--- src/rtl/graph_mem_loader_if.sv ---
// Stream and memory-bus bundle shared by graph_mem_loader and its neighbours.
// Handshake rules, for all three channels:
//   - in_valid/in_ready and out_valid/out_ready: a word moves on a rising clock
//     edge where both are high. The sender holds the payload stable while valid
//     is high and ready is low.
//   - mem_write_enable/mem_write_ready and mem_read_enable/mem_read_ready: the
//     requester holds the enable, mem_addr and mem_write_data stable until the
//     ready is sampled high. The read data is taken in the cycle mem_read_ready is high.

`ifndef DEFAULT_MADDR_WIDTH
`define DEFAULT_MADDR_WIDTH 16
`endif
`ifndef DEFAULT_MDATA_WIDTH
`define DEFAULT_MDATA_WIDTH 16
`endif
`ifndef DEFAULT_VALUE_WIDTH
`define DEFAULT_VALUE_WIDTH 8
`endif

interface graph_mem_loader_if #(
  parameter int MADDR_WIDTH = `DEFAULT_MADDR_WIDTH,
  parameter int MDATA_WIDTH = `DEFAULT_MDATA_WIDTH,
  parameter int VALUE_WIDTH = `DEFAULT_VALUE_WIDTH
) ();
  logic                   in_valid;
  logic                   in_ready;
  logic [VALUE_WIDTH-1:0] in_data;
  logic                   out_valid;
  logic                   out_ready;
  logic [MDATA_WIDTH-1:0] out_data;
  logic                   mem_read_enable;
  logic                   mem_write_enable;
  logic                   mem_write_ready;
  logic                   mem_read_ready;
  logic [MADDR_WIDTH-1:0] mem_addr;
  logic [MDATA_WIDTH-1:0] mem_read_data;
  logic [MDATA_WIDTH-1:0] mem_write_data;

  // Loader side: consumes the edge stream, produces the dump stream, masters memory.
  modport master (
    input  in_valid, in_data, out_ready, mem_write_ready, mem_read_ready, mem_read_data,
    output in_ready, out_valid, out_data, mem_read_enable, mem_write_enable,
           mem_addr, mem_write_data
  );

  // Host/memory side.
  modport slave (
    output in_valid, in_data, out_ready, mem_write_ready, mem_read_ready, mem_read_data,
    input  in_ready, out_valid, out_data, mem_read_enable, mem_write_enable,
           mem_addr, mem_write_data
  );
endinterface

--- src/rtl/graph_mem_loader.sv ---
// Memory sequencer: loads an N x N edge matrix from a stream into BlockRam
// (optionally verifying each word by read-back) or dumps the prev[] region
// that follows the matrix. A one-cycle GAP separates every memory access.

`ifndef DEFAULT_MADDR_WIDTH
`define DEFAULT_MADDR_WIDTH 16
`endif
`ifndef DEFAULT_MDATA_WIDTH
`define DEFAULT_MDATA_WIDTH 16
`endif
`ifndef DEFAULT_INDEX_WIDTH
`define DEFAULT_INDEX_WIDTH 8
`endif
`ifndef DEFAULT_VALUE_WIDTH
`define DEFAULT_VALUE_WIDTH 8
`endif

module graph_mem_loader #(
  parameter int MADDR_WIDTH = `DEFAULT_MADDR_WIDTH,
  parameter int MDATA_WIDTH = `DEFAULT_MDATA_WIDTH,
  parameter int INDEX_WIDTH = `DEFAULT_INDEX_WIDTH,
  parameter int VALUE_WIDTH = `DEFAULT_VALUE_WIDTH,
  parameter int ADDR_STRIDE = 4
) (
  input  logic                     clock,
  input  logic                     reset,
  input  logic                     start,
  input  logic [1:0]               mode,
  input  logic [INDEX_WIDTH-1:0]   number_of_nodes,
  input  logic [MADDR_WIDTH-1:0]   base_address,
  graph_mem_loader_if.master       bus,
  output logic                     busy,
  output logic                     done,
  output logic [2*INDEX_WIDTH-1:0] mismatch_count,
  output logic [2*INDEX_WIDTH-1:0] first_mismatch,
  output logic [2:0]               state_dbg
);
  localparam int CW = 2*INDEX_WIDTH;

  typedef enum logic [2:0] {
    S_IDLE, S_FETCH, S_WR, S_GAP, S_VRD, S_RD, S_OUT, S_DONE
  } state_t;

  state_t                 state, state_nx;
  logic [1:0]             mode_q;
  logic [INDEX_WIDTH-1:0] n_q;
  logic [MADDR_WIDTH-1:0] base_q;
  logic [CW-1:0]          k_q;
  logic [VALUE_WIDTH-1:0] data_q;
  logic [MDATA_WIDTH-1:0] out_data_q;
  logic                   after_wr_q;

  logic [CW-1:0]          nn, count, word_idx;
  logic                   is_dump, last_word, read_bad, goto_verify;
  logic [MADDR_WIDTH-1:0] word_addr;
  logic [1:0]             start_mode;

  // Word bookkeeping: dump words sit right after the N*N matrix.
  assign nn          = CW'(n_q) * CW'(n_q);
  assign is_dump     = (mode_q == 2'd2);
  assign count       = is_dump ? CW'(n_q) : nn;
  assign last_word   = (k_q == count - CW'(1));
  assign word_idx    = is_dump ? (nn + k_q) : k_q;
  assign word_addr   = base_q + MADDR_WIDTH'(word_idx) * MADDR_WIDTH'(ADDR_STRIDE);
  assign read_bad    = (bus.mem_read_data != MDATA_WIDTH'(data_q));
  assign goto_verify = after_wr_q && (mode_q == 2'd1);
  assign start_mode  = (mode == 2'd3) ? 2'd0 : mode;

  // State register.
  always_ff @(posedge clock or posedge reset) begin
    if (reset) state <= S_IDLE;
    else       state <= state_nx;
  end

  // Next-state logic.
  always_comb begin
    state_nx = state;
    case (state)
      S_IDLE: if (start) begin
        if (number_of_nodes == '0)  state_nx = S_DONE;
        else if (start_mode == 2'd2) state_nx = S_RD;
        else                         state_nx = S_FETCH;
      end
      S_FETCH: if (bus.in_valid)        state_nx = S_WR;
      S_WR:    if (bus.mem_write_ready) state_nx = S_GAP;
      S_GAP: begin
        if (goto_verify)    state_nx = S_VRD;
        else if (last_word) state_nx = S_DONE;
        else if (is_dump)   state_nx = S_RD;
        else                state_nx = S_FETCH;
      end
      S_VRD:   if (bus.mem_read_ready) state_nx = S_GAP;
      S_RD:    if (bus.mem_read_ready) state_nx = S_OUT;
      S_OUT:   if (bus.out_ready)      state_nx = S_GAP;
      S_DONE:  state_nx = S_IDLE;
      default: state_nx = S_IDLE;
    endcase
  end

  // Datapath: latch the request, the stream word, read data and verify results.
  always_ff @(posedge clock or posedge reset) begin
    if (reset) begin
      mode_q         <= '0;
      n_q            <= '0;
      base_q         <= '0;
      k_q            <= '0;
      data_q         <= '0;
      out_data_q     <= '0;
      after_wr_q     <= 1'b0;
      mismatch_count <= '0;
      first_mismatch <= '0;
    end else begin
      case (state)
        S_IDLE: if (start) begin
          mode_q         <= start_mode;
          n_q            <= number_of_nodes;
          base_q         <= base_address;
          k_q            <= '0;
          mismatch_count <= '0;
          first_mismatch <= '0;
        end
        S_FETCH: if (bus.in_valid) data_q <= bus.in_data;
        S_WR:    if (bus.mem_write_ready) after_wr_q <= 1'b1;
        S_GAP: begin
          after_wr_q <= 1'b0;
          if (!goto_verify && !last_word) k_q <= k_q + CW'(1);
        end
        S_VRD: if (bus.mem_read_ready && read_bad) begin
          if (mismatch_count != {CW{1'b1}}) mismatch_count <= mismatch_count + CW'(1);
          if (mismatch_count == '0)         first_mismatch <= k_q;
        end
        S_RD: if (bus.mem_read_ready) out_data_q <= bus.mem_read_data;
        default: ;
      endcase
    end
  end

  // Outputs decoded from the current state; bus reads 0 when not accessing memory.
  always_comb begin
    bus.in_ready         = 1'b0;
    bus.out_valid        = 1'b0;
    bus.out_data         = out_data_q;
    bus.mem_write_enable = 1'b0;
    bus.mem_read_enable  = 1'b0;
    bus.mem_addr         = '0;
    bus.mem_write_data   = '0;
    busy                 = (state != S_IDLE) && (state != S_DONE);
    done                 = (state == S_DONE);
    state_dbg            = state;
    case (state)
      S_FETCH: bus.in_ready = 1'b1;
      S_WR: begin
        bus.mem_write_enable = 1'b1;
        bus.mem_addr         = word_addr;
        bus.mem_write_data   = MDATA_WIDTH'(data_q);
      end
      S_VRD, S_RD: begin
        bus.mem_read_enable = 1'b1;
        bus.mem_addr        = word_addr;
      end
      S_OUT:   bus.out_valid = 1'b1;
      default: ;
    endcase
  end
endmodule

--- src/flat_wrapper.sv ---
// flat-port wrapper written by rule: the top's interface ports become plain ports
module graph_mem_loader_flat 
#(
  parameter int MADDR_WIDTH = `DEFAULT_MADDR_WIDTH,
  parameter int MDATA_WIDTH = `DEFAULT_MDATA_WIDTH,
  parameter int INDEX_WIDTH = `DEFAULT_INDEX_WIDTH,
  parameter int VALUE_WIDTH = `DEFAULT_VALUE_WIDTH,
  parameter int ADDR_STRIDE = 4
)
  (clock, reset, start, mode, number_of_nodes, base_address, busy, done, mismatch_count, first_mismatch, state_dbg, bus_in_valid, bus_in_data, bus_out_ready, bus_mem_write_ready, bus_mem_read_ready, bus_mem_read_data, bus_in_ready, bus_out_valid, bus_out_data, bus_mem_read_enable, bus_mem_write_enable, bus_mem_addr, bus_mem_write_data);
  graph_mem_loader_if #(.MADDR_WIDTH(MADDR_WIDTH), .MDATA_WIDTH(MDATA_WIDTH), .VALUE_WIDTH(VALUE_WIDTH)) bus_i ();
  input  logic clock;
  input  logic reset;
  input  logic start;
  input  logic [1:0] mode;
  input  logic [INDEX_WIDTH-1:0] number_of_nodes;
  input  logic [MADDR_WIDTH-1:0] base_address;
  output logic busy;
  output logic done;
  output logic [2*INDEX_WIDTH-1:0] mismatch_count;
  output logic [2*INDEX_WIDTH-1:0] first_mismatch;
  output logic [2:0] state_dbg;
  input wire logic [$bits(bus_i.in_valid)-1:0] bus_in_valid;
  input wire logic [$bits(bus_i.in_data)-1:0] bus_in_data;
  input wire logic [$bits(bus_i.out_ready)-1:0] bus_out_ready;
  input wire logic [$bits(bus_i.mem_write_ready)-1:0] bus_mem_write_ready;
  input wire logic [$bits(bus_i.mem_read_ready)-1:0] bus_mem_read_ready;
  input wire logic [$bits(bus_i.mem_read_data)-1:0] bus_mem_read_data;
  output wire logic [$bits(bus_i.in_ready)-1:0] bus_in_ready;
  output wire logic [$bits(bus_i.out_valid)-1:0] bus_out_valid;
  output wire logic [$bits(bus_i.out_data)-1:0] bus_out_data;
  output wire logic [$bits(bus_i.mem_read_enable)-1:0] bus_mem_read_enable;
  output wire logic [$bits(bus_i.mem_write_enable)-1:0] bus_mem_write_enable;
  output wire logic [$bits(bus_i.mem_addr)-1:0] bus_mem_addr;
  output wire logic [$bits(bus_i.mem_write_data)-1:0] bus_mem_write_data;
  assign bus_i.in_valid = bus_in_valid;
  assign bus_i.in_data = bus_in_data;
  assign bus_i.out_ready = bus_out_ready;
  assign bus_i.mem_write_ready = bus_mem_write_ready;
  assign bus_i.mem_read_ready = bus_mem_read_ready;
  assign bus_i.mem_read_data = bus_mem_read_data;
  assign bus_in_ready = bus_i.in_ready;
  assign bus_out_valid = bus_i.out_valid;
  assign bus_out_data = bus_i.out_data;
  assign bus_mem_read_enable = bus_i.mem_read_enable;
  assign bus_mem_write_enable = bus_i.mem_write_enable;
  assign bus_mem_addr = bus_i.mem_addr;
  assign bus_mem_write_data = bus_i.mem_write_data;
  graph_mem_loader #(.MADDR_WIDTH(MADDR_WIDTH), .MDATA_WIDTH(MDATA_WIDTH), .INDEX_WIDTH(INDEX_WIDTH), .VALUE_WIDTH(VALUE_WIDTH), .ADDR_STRIDE(ADDR_STRIDE)) u_core (.clock(clock), .reset(reset), .start(start), .mode(mode), .number_of_nodes(number_of_nodes), .base_address(base_address), .bus(bus_i), .busy(busy), .done(done), .mismatch_count(mismatch_count), .first_mismatch(first_mismatch), .state_dbg(state_dbg));
endmodule
--- config.mk ---
export PLATFORM = sky130hd
export DESIGN_NAME = graph_mem_loader_flat
export DESIGN_NICKNAME = d
export VERILOG_FILES = /design/src/rtl/graph_mem_loader_if.sv /design/src/rtl/graph_mem_loader.sv /design/src/flat_wrapper.sv
export SDC_FILE = /design/constraint.sdc
export NUM_CORES = 1
export LEC_CHECK = 0
export BUFFER_PORTS_ARGS = -buffer_cell sky130_fd_sc_hd__buf_4
export CORE_ASPECT_RATIO = 1.5
export CORE_MARGIN = 3
export CORE_UTILIZATION = 25
export CTS_CLUSTER_SIZE = 10
export DETAILED_ROUTE_END_ITERATION = 12
export PLACE_DENSITY = 0.54
export SLEW_MARGIN = 20
export SYNTH_ARGS = -nofsm -noshare
export SYNTH_HDL_FRONTEND = slang
export SYNTH_SLANG_ARGS = --single-unit
--- constraint.sdc ---
create_clock -name clock -period 10.91 [get_ports clock]
set_input_delay 3.273 -clock clock [delete_from_list [all_inputs] [get_ports clock]]
set_output_delay 3.273 -clock clock [all_outputs]
set_load 0.005 [all_outputs]
==> impl_metrics.py <==
metrics = {
    "worst_setup_path": {
        "setup.reg_to_reg.worst_slack_ns": 4.26,
        "crit_arrival_ns": 6.99,
        "end_kind": "primary output",
        "crit_path_max_incr_delay_ns": 0.67,
        "startpoint_class_of_the_critical_path": "register",
        "cp_common_cell": "fa_1",
        "worst_path_max_delay_cell": "dfrtp_1",
        "worst_r2r_startpoint": "u_core.n_q[2]",
        "crit_path_cell_trace": "nand2_1 -> fa_1 -> fa_1 -> fa_1 -> fa_1 -> inv_1 -> ha_1 -> o211a_1 -> o31ai_1 -> and2_1 -> xnor2_1 -> ha_1 -> nand2_1 -> o21ai_0 -> nor3_1 -> o31ai_1 -> ha_1 -> nor2_1 -> nor3_1 -> a21o_1 -> a21oi_1 -> xnor2_1 -> nor2_1 -> buf_4",
        "worst_ep_required_time_ns": 7.64,
        "timing.setup.critical_path_class": "reg2out",
        "reg2reg_depth": 19,
        "critical_path.reg2reg.endpoint": "u_core.k_q[12]",
        "critical_path.max_fanout": 16,
    },
    "placement": {
        "post_dp_cell_area_sq_mm": 0.00988,
        "hpwl_mm": 18.9,
        "io_buffers": 137,
        "gp_congestion": 0.844,
        "place_ws_ns": 0.996,
    },
    "route": {
        "vias_per_cell": 4.84,
        "first_iter_violations": 304,
        "antenna_left": 0,
        "dr_total_vias": 7454,
        "drt_first_pass_iters": 5,
        "route.detailed.wl_per_inst_um": 15.9,
        "drt-total-wl_mm": 24.5,
        "drcViolationCount": 0,
    },
    "sta": {
        "setup_viol": 0,
        "fin_ws_ns": 0.649,
        "fmaxAchievable_mhz": 97.5,
        "rsz0062_at_grt": "no",
        "timing.clock.skew_ns": 0.00677,
        "final-hold-violation-count": 0,
        "final.setup.tns_ns": 0,
        "timing.slew.headroom": 0.388,
        "fin_crit_sh": 0.941,
        "least_margin_pin_slew_ns": 0.914,
        "timing.final.crit_period_ns": 10.26,
        "finalHoldWorstSlack_ns": 0.485,
        "final_max_slew_viol_count": 0,
    },
    "final_layout": {
        "net_total_in_the_final_layout": 1254,
        "multiInputGateArea_sq_mm": 0.00552,
        "n_antenna_cell": 0,
        "area.sequential_sq_mm": 0.00255,
        "final_cell_area_sq_mm": 0.0102,
        "final.fill_count": 3619,
        "area.growth.synth_to_final_pct": 19.2,
        "mostFrequentLayoutCell": "nand2_1",
        "layout_cells_sized_above_1": 0.184,
        "most-common-layout-cells": "181 x nand2_1, 141 x buf_4, 102 x dfrtp_1, 62 x inv_1, 60 x nor2_1",
    },
    "worst_hold_path": {
        "worstHoldStart": "u_core.base_q[9]",
        "holdCritPathClass": "reg2reg",
        "hold_path_depth": 2,
        "whs_endpoint": "u_core.base_q[9]",
    },
    "floorplanning": {
        "io_pins": 146,
        "row_count": 82,
        "coreArea_sq_mm": 0.0337,
        "starting_density": 0.255,
        "die_width_um": 157,
        "die_area_sq_mm": 0.0366,
        "fp.dieH_um": 233,
    },
    "yosys": {
        "synth_edf_count": 0,
        "synthesis.instances": 1019,
        "synth_warnings": 0,
        "synth.cell_area_sq_mm": 0.00857,
        "synth.lib_cells_used.distinct": 70,
        "synth-seq-cells": 102,
        "synth_flop_cell": "dfrtp_1",
        "yosysSeqAreaShare": 0.298,
        "syn_avg_cell_area_sq_um": 8.41,
        "async_flop_share": 1.00,
    },
    "global_routing": {
        "grt_remaining_overflow": 0,
        "grt_max_degree": 60,
        "antenna_violations_before_repair": 0,
        "grtUsageTotal": 0.135,
        "grt_pass1_wl_mm": 40.1,
        "grt_pass1_vias": 7431,
    },
    "clocking": {
        "post_cts_setup_buffers": 0,
        "tritoncts.num_buffers": 9,
        "ctsHoldBuffers": 0,
        "cts_max_level": 3,
        "clk_path_buf_depth": 2,
        "numClockSinks": 102,
        "post_cts.resized_instances": 0,
        "clock_tree.root_cell": "clkbuf_16",
        "clkTransAtPathRegs_ns": 0.08,
        "insertion_delay_ns": 0.35,
        "tritoncts_clock_tree": "yes",
    },
    "run": {
        "max-cap-violations": 0,
    },
    "outcome": {
        "run_status": "finished, final reports clean",
    },
}
cells by family (layout without fill, tap and decap cells):
| group | count (synthesis) | in the layout | share of synthesized area |
|---|---|---|---|
| mux | 35 | 35 | 0.0458 |
| buf+inv | 125 | 220 | 0.0632 |
| fa+ha+maj | 81 | 81 | 0.138 |
| simple gates | 413 | 413 | 0.238 |
| flops | 102 | 102 | 0.298 |
| other cells | 1 | 8 | 0.000438 |
| compound gates | 190 | 190 | 0.142 |
| xor+xnor | 72 | 72 | 0.0736 |
cell type report:
type,count,share of cell area
multi-input combinational,799,0.541
clock inverter,7,0.00894
clock buffer,9,0.0221
tap,420,0.0515
sequential,102,0.250
inverter,63,0.0234
timing repair buffer,141,0.104
cells in the mapped netlist, types with 4 or more instances:
library cell,count,area share
a21oi_1,49,0.029
xor2_1,35,0.036
o211ai_1,7,0.0061
nand3_1,16,0.0093
nor3_1,13,0.0076
and3_1,17,0.012
nand4_1,15,0.011
buf_2,4,0.0023
nor2_1,61,0.027
nand2b_1,13,0.0095
clkbuf_1,42,0.018
o21ai_0,56,0.033
nand3b_1,5,0.0044
a211oi_1,5,0.0044
ha_1,58,0.085
a21o_1,10,0.0088
mux2i_1,7,0.0082
or3_1,11,0.0080
fa_1,23,0.054
nor3b_1,5,0.0044
and2_1,23,0.017
inv_1,63,0.028
mux2_2,25,0.033
or4_1,12,0.011
buf_4,12,0.011
o31ai_1,21,0.018
nand2_1,181,0.079
dfrtp_1,102,0.30
nor4_1,12,0.0088
nor2b_1,10,0.0073
a21boi_0,4,0.0035
xnor2_1,37,0.038
a31oi_1,8,0.0058
routing by layer:
| layer | global-route usage | wire (um) | up-vias |
|---|---|---|---|
| met4 | 0.0328 | 397 | 0 |
| met5 | 0 | 0 | - |
| met3 | 0.0266 | 1140 | 19 |
| li1 | - | - | 3699 |
| met2 | 0.238 | 12500 | 144 |
| met1 | 0.169 | 10400 | 3592 |
state kept, by name, indices dropped and copies added (netlist names):
register and count:
u_core.bus.out_data 16, u_core.mode_q 2, u_core.state_dbg 3, u_core.first_mismatch 16, u_core.data_q 8, u_core.after_wr_q 1
u_core.n_q 8, u_core.base_q 16, u_core.k_q 16, u_core.mismatch_count 16
worst max path at each step:
stage                        to  cells after the start     startpoint
2_1_floorplan  bus_mem_addr[15]                     25  u_core.n_q[2]
3_3_place_gp   bus_mem_addr[15]                     30  u_core.n_q[4]
3_5_place_dp   bus_mem_addr[15]                     30  u_core.n_q[4]
4_1_cts        bus_mem_addr[15]                     30  u_core.n_q[4]
5_1_grt        bus_mem_addr[15]                     24  u_core.n_q[2]
6_report       bus_mem_addr[15]                     24  u_core.n_q[2]
worst max-delay path: cells and delay by family (launching register included):
kind / cells / cell delay [ns]
AOI/OAI and AO/OA: 6 / 1.13
xor gates and xnor gates: 2 / 0.37
adders and majority gates: 7 / 3.26
buffers and inverters: 2 / 0.21
DFF: 1 / 0.67
and+or+nand+nor: 7 / 0.99
metrics by stage:
stage / utilization / std cells
5_1_grt: 0.303 / 1541
6_report: 0.303 / 1541
3_5_place_dp: 0.294 / 1525
2_1_floorplan: - / 1026
3_3_place_gp: 0.294 / 1525
4_1_cts: 0.303 / 1541
Power is not shown: default switching activity piles up to over one toggle a cycle in this logic, so the estimate is an artifact.
